<file path="config.mk">
export PLATFORM = sky130hd
export DESIGN_NAME = vid_pixel_stage
export DESIGN_NICKNAME = d
export VERILOG_FILES = /design/src/rtl/vid_pixel_stage.sv
export SDC_FILE = /design/constraint.sdc
export NUM_CORES = 1
export LEC_CHECK = 0
export CAP_MARGIN = 10
export CORE_MARGIN = 5
export CORE_UTILIZATION = 35
export DETAILED_ROUTE_END_ITERATION = 10
export DONT_BUFFER_PORTS = 1
export REMOVE_ABC_BUFFERS = 1
export SLEW_MARGIN = 15
export SYNTH_ARGS = -nofsm -noshare
export SYNTH_HDL_FRONTEND = slang
export SYNTH_SLANG_ARGS = --single-unit
</file>
<file path="constraint.sdc">
create_clock -name clk_sys -period 3.1 [get_ports clk_sys]
set_input_delay 0.465 -clock clk_sys [delete_from_list [all_inputs] [get_ports clk_sys]]
set_output_delay 0.465 -clock clk_sys [all_outputs]
set_load 0.05 [all_outputs]
</file>
<file path="src/rtl/vid_pixel_stage.sv">
// Video pixel stage: clock-enable generator, colour expansion with blanking and
// sync polarity, output pipeline, raster position counters and line-lock detector.
module vid_pixel_stage #(
  parameter int unsigned CE_DIV     = 16,
  parameter int unsigned IN_BITS    = 2,
  parameter int unsigned OUT_BITS   = 8,
  parameter int unsigned PIPE       = 1,
  parameter int unsigned SYNC_INV   = 1,
  parameter int unsigned BLANK_ZERO = 1,
  parameter int unsigned LOCK_LINES = 3
) (
  input  logic                clk_sys,
  input  logic                reset_n,
  output logic                ce_app,
  input  logic [IN_BITS-1:0]  red,
  input  logic [IN_BITS-1:0]  green,
  input  logic [IN_BITS-1:0]  blue,
  input  logic                hsync_n,
  input  logic                vsync_n,
  input  logic                hblank,
  input  logic                vblank,
  output logic [OUT_BITS-1:0] VGA_R,
  output logic [OUT_BITS-1:0] VGA_G,
  output logic [OUT_BITS-1:0] VGA_B,
  output logic                VGA_HS,
  output logic                VGA_VS,
  output logic                VGA_HB,
  output logic                VGA_VB,
  output logic                ce_pix,
  output logic [10:0]         h_pos,
  output logic [9:0]          v_pos,
  output logic                locked
);

  localparam int unsigned CW  = (CE_DIV > 2) ? $clog2(CE_DIV) : 1;
  localparam int unsigned MW  = $clog2(LOCK_LINES + 1);
  localparam int unsigned REP = (OUT_BITS + IN_BITS - 1) / IN_BITS;
  localparam int unsigned CB  = 3 * OUT_BITS;
  localparam int unsigned PW  = CB + 25;

  localparam logic            SINV    = (SYNC_INV != 0);
  localparam logic            BZERO   = (BLANK_ZERO != 0);
  localparam logic [CW-1:0]   CE_LAST = CW'(CE_DIV - 1);
  localparam logic [MW-1:0]   LOCK_N  = MW'(LOCK_LINES);
  localparam logic [10:0]     H_MAX   = 11'h7FF;
  localparam logic [9:0]      V_MAX   = 10'h3FF;
  // Payload layout: {r, g, b, hs, vs, hb, vb, h_pos, v_pos}
  localparam logic [PW-1:0]   RST_V   = {{CB{1'b0}}, SINV, SINV, 2'b11, 21'd0};

  // MSB-first replication, keeping the top OUT_BITS bits.
  function automatic logic [OUT_BITS-1:0] expand(input logic [IN_BITS-1:0] c);
    logic [REP*IN_BITS-1:0] rep;
    rep = {REP{c}};
    return rep[REP*IN_BITS-1 -: OUT_BITS];
  endfunction

  logic [CW-1:0]       ce_cnt;
  logic [PIPE:0]       ce_dly;
  logic                prev_hs_n;
  logic                prev_vs_n;
  logic [PW-1:0]       samp_q;
  logic [PW-1:0]       samp_d;
  logic [PW-1:0]       pipe_q [PIPE];
  logic [11:0]         len_q;
  logic [11:0]         len_d;
  logic [11:0]         line_len;
  logic [MW-1:0]       match_q;
  logic [MW-1:0]       match_d;
  logic                hs_fall;
  logic                vs_fall;
  logic                blank;
  logic [10:0]         h_cur;
  logic [10:0]         h_nxt;
  logic [9:0]          v_cur;
  logic [9:0]          v_nxt;
  logic [OUT_BITS-1:0] r_x;
  logic [OUT_BITS-1:0] g_x;
  logic [OUT_BITS-1:0] b_x;

  // Next sample-stage contents, raster counters and lock bookkeeping.
  always_comb begin
    hs_fall  = prev_hs_n & ~hsync_n;
    vs_fall  = prev_vs_n & ~vsync_n;
    h_cur    = samp_q[20:10];
    v_cur    = samp_q[9:0];
    h_nxt    = hs_fall ? 11'd0 : ((h_cur == H_MAX) ? h_cur : h_cur + 11'd1);
    v_nxt    = v_cur;
    if (vs_fall) begin
      v_nxt = 10'd0;
    end else if (hs_fall && v_cur != V_MAX) begin
      v_nxt = v_cur + 10'd1;
    end
    blank    = BZERO & (hblank | vblank);
    r_x      = blank ? '0 : expand(red);
    g_x      = blank ? '0 : expand(green);
    b_x      = blank ? '0 : expand(blue);
    samp_d   = {r_x, g_x, b_x, hsync_n ^ SINV, vsync_n ^ SINV, hblank, vblank, h_nxt, v_nxt};
    line_len = {1'b0, h_cur} + 12'd1;
    len_d    = len_q;
    match_d  = match_q;
    if (hs_fall) begin
      len_d = line_len;
      if (line_len == len_q) begin
        if (match_q != LOCK_N) match_d = match_q + MW'(1);
      end else begin
        match_d = '0;
      end
    end else if (h_nxt == H_MAX) begin
      match_d = '0;
    end
  end

  always_ff @(posedge clk_sys or negedge reset_n) begin
    if (!reset_n) begin
      ce_cnt    <= '0;
      ce_app    <= 1'b0;
      ce_dly    <= '0;
      prev_hs_n <= 1'b0;
      prev_vs_n <= 1'b0;
      samp_q    <= RST_V;
      len_q     <= '0;
      match_q   <= '0;
      locked    <= 1'b0;
      for (int i = 0; i < int'(PIPE); i++) pipe_q[i] <= RST_V;
    end else begin
      ce_cnt <= (ce_cnt == CE_LAST) ? '0 : ce_cnt + CW'(1);
      ce_app <= (ce_cnt == CE_LAST);
      ce_dly <= {ce_dly[PIPE-1:0], ce_app};
      if (ce_app) begin
        prev_hs_n <= hsync_n;
        prev_vs_n <= vsync_n;
        samp_q    <= samp_d;
        len_q     <= len_d;
        match_q   <= match_d;
        locked    <= (match_d == LOCK_N);
      end
      // Output pipeline runs every cycle; data only moves after a sample.
      pipe_q[0] <= samp_q;
      for (int i = 1; i < int'(PIPE); i++) pipe_q[i] <= pipe_q[i-1];
    end
  end

  assign {VGA_R, VGA_G, VGA_B, VGA_HS, VGA_VS, VGA_HB, VGA_VB, h_pos, v_pos} = pipe_q[PIPE-1];
  assign ce_pix = ce_dly[PIPE];

endmodule
</file>
==> qor.yml <==
grt_max_degree: 87
place_area_um2: 3890
clock_latency_ns: 0.36
fin_worst_skew_ns: 0.0103
mostFrequentLayoutCell: "dfrtp_1"
die_area_um2: 13200
r2r_cells: 8
fin_util_pct: 38.2
rsz0062_at_grt: "false"
slowest_stage: "or4_4"
setup_viol: 0
max_cap_violations: 0
drv_slew: 0
status: "finished, final reports clean"
vias: 2459
endpoint: "locked"
fin_crit_sh_pct: 82.8
grt_pass1_wl_um: 12600
fill_cells: 1054
clk_pin_slew_ns: 0.08
clock_sink_count: 86
path_class: "reg2reg"
ys_seq_elements: 86
path_cells: "ha_1, and3_1, xnor2_1, o21ai_0, a211o_1, or4_4, o31ai_1, a31o_2"
cts_tree: "yes"
diodes: 0
worstMarginPinSlew_ns: 0.940
p_leak_nw: 1.77
synth_cell_types: 53
grt-ovfl-total: 0
yosysSeqAreaShare_pct: 55.9
nets: 356
setup_tns_ns: 0
async_flop_share_pct: 100
htree_levels: 3
r2r-end: "locked"
start_util_pct: 35.7
regToRegSetupSlack_ns: 0.53
area_growth_syn_to_layout_pct: 7.09
dp.cells: 469
relSlewSlack_pct: 37.5
dp_hpwl_um: 4900
cp.depth: 8
avgSynthCellArea_um2: 10.8
regArea_um2: 2170
cts-root-buf: "clkbuf_8"
avgViaCountPerCell: 5.06
cts_max_path_buffers: 2
ios: 64
place_congestion: 0.902
die_h_um: 115
timing.hold.ws_ns: 0.0106
multiInputGateArea_um2: 1440
hold_buffers: 1
p_per_area_nw_per_um2: 562
drt_iter0_markers: 164
fin_ws_ns: 0.532
core_um2: 10800
ys_warn_count: 0
wirelength_um: 7360
crit_required_ns: 3.40
drc: 0
cp.arrival_ns: 2.87
reg2reg_from: "samp_q[10]"
finalHoldViolCount: 0
critPathMaxFanout: 8
final_area_um2: 4140
grt_use_total_pct: 12.1
startpoint: "samp_q[10]"
start_kind: "register"
synth_edf_count: 0
drive_gt1_share_pct: 17.1
ctsResizeCount: 0
fmax_mhz: 389
period_needed_ns: 2.57
hp-class: "in2async"
syn_inst: 358
crit_path_end_kind: "register"
grt_pass1_vias: 2440
place_ws_ns: 0.520
ir_drop_uv: 329
wire_per_inst_um: 15.1
port_buffers: 0
cts_buffers: 9
rows: 38
finalPower_mw: 2.33
mostFrequentLayoutCells: "dfrtp_1, o21ai_0, nand2_1, a21oi_1, nand3_1"
final_cells: 486
antenna_found_initial: 0
dr.pass1.iters: 4
crit_buf_inv: 0
synth_area_um2: 3860
crit_family: "simple AND/OR/NAND/NOR gates"
die_w_um: 115
postRouteAntennaNets: 0
synth_ff_type: "dfrtp_1"
postCtsSetupBuffers: 0
critical_path.max_stage_delay_ns: 0.53
## registers in the layout, summed over array words and instances (netlist names), 2 cells and up
name / cells
ce_dly: 2
len_q: 12
match_q: 2
ce_cnt: 4
samp_q: 31
pipe_q: 31
## worst min path at each step
stage                             to  depth (start not counted)
after global placement    pipe_q[13]                          0
final                     pipe_q[11]                          1
after detailed placement   ce_dly[1]                          0
after floorplan               ce_app                          0
after CTS                 pipe_q[11]                          1
after global routing       len_q[10]                          1
## worst register-to-register path: stages (launching register included)
cell     delay [ns]
dfrtp_1        0.47
ha_1           0.36
and3_1         0.33
xnor2_1        0.14
o21ai_0        0.09
a211o_1        0.29
or4_4          0.53
o31ai_1        0.10
a31o_2         0.19
## logic make-up after synthesis
logic type	after synthesis	share of synthesized area [%]
adders and majority gates	3	0.971
buffers and inverters	49	6.80
DFF	86	55.9
muxes	11	3.14
xor gates and xnor gates	29	7.12
AOI/OAI and AO/OA	75	11.5
and+or+nand+nor	105	14.6
## Yosys cell counts, drive strengths merged, types with 3 or more instances
library cell / instances / area share, %
nand2: 30 / 2.9
nand4: 5 / 1.4
clkbuf: 8 / 0.78
xor2: 14 / 3.2
mux2: 9 / 2.6
a31o: 3 / 0.68
o21ai: 33 / 4.3
buf: 28 / 4.8
xnor2: 14 / 3.4
nand2b: 4 / 0.65
ha: 3 / 0.97
and3: 7 / 1.1
nand3: 19 / 2.5
nor2b: 5 / 0.81
nor3: 5 / 0.65
dfstp: 8 / 5.4
dfrtp: 78 / 51
inv: 13 / 1.3
nor2: 17 / 1.7
a21oi: 21 / 2.7
and4: 3 / 0.71
## per-layer routing
metal / routed length [µm] / GRT usage, %
met1: 3230 / 15.4
met2: 3470 / 18.5
met3: 581 / 5.26
met4: 81 / 4.23
met5: 0 / 0
## report_power, final
| part | internal, mW | total, mW | switching (mW) |
|---|---|---|---|
| Sequential | 1.17 | 1.30 | 0.132 |
| Combinational | 0.0689 | 0.156 | 0.0866 |
| Clock | 0.476 | 0.873 | 0.397 |
| Total | 1.71 | 2.33 | 0.616 |
## layout make-up
type	instances	share of cell area (%)
Sequential cell	86	52.4
Clock inverter	5	2.00
Timing Repair Buffer	8	1.93
Inverter	13	1.18
Clock buffer	11	3.42
Multi-Input combinational cell	223	34.8
Tap cell	140	4.23
No activity file was read; power rests on OpenSTA's default activity.
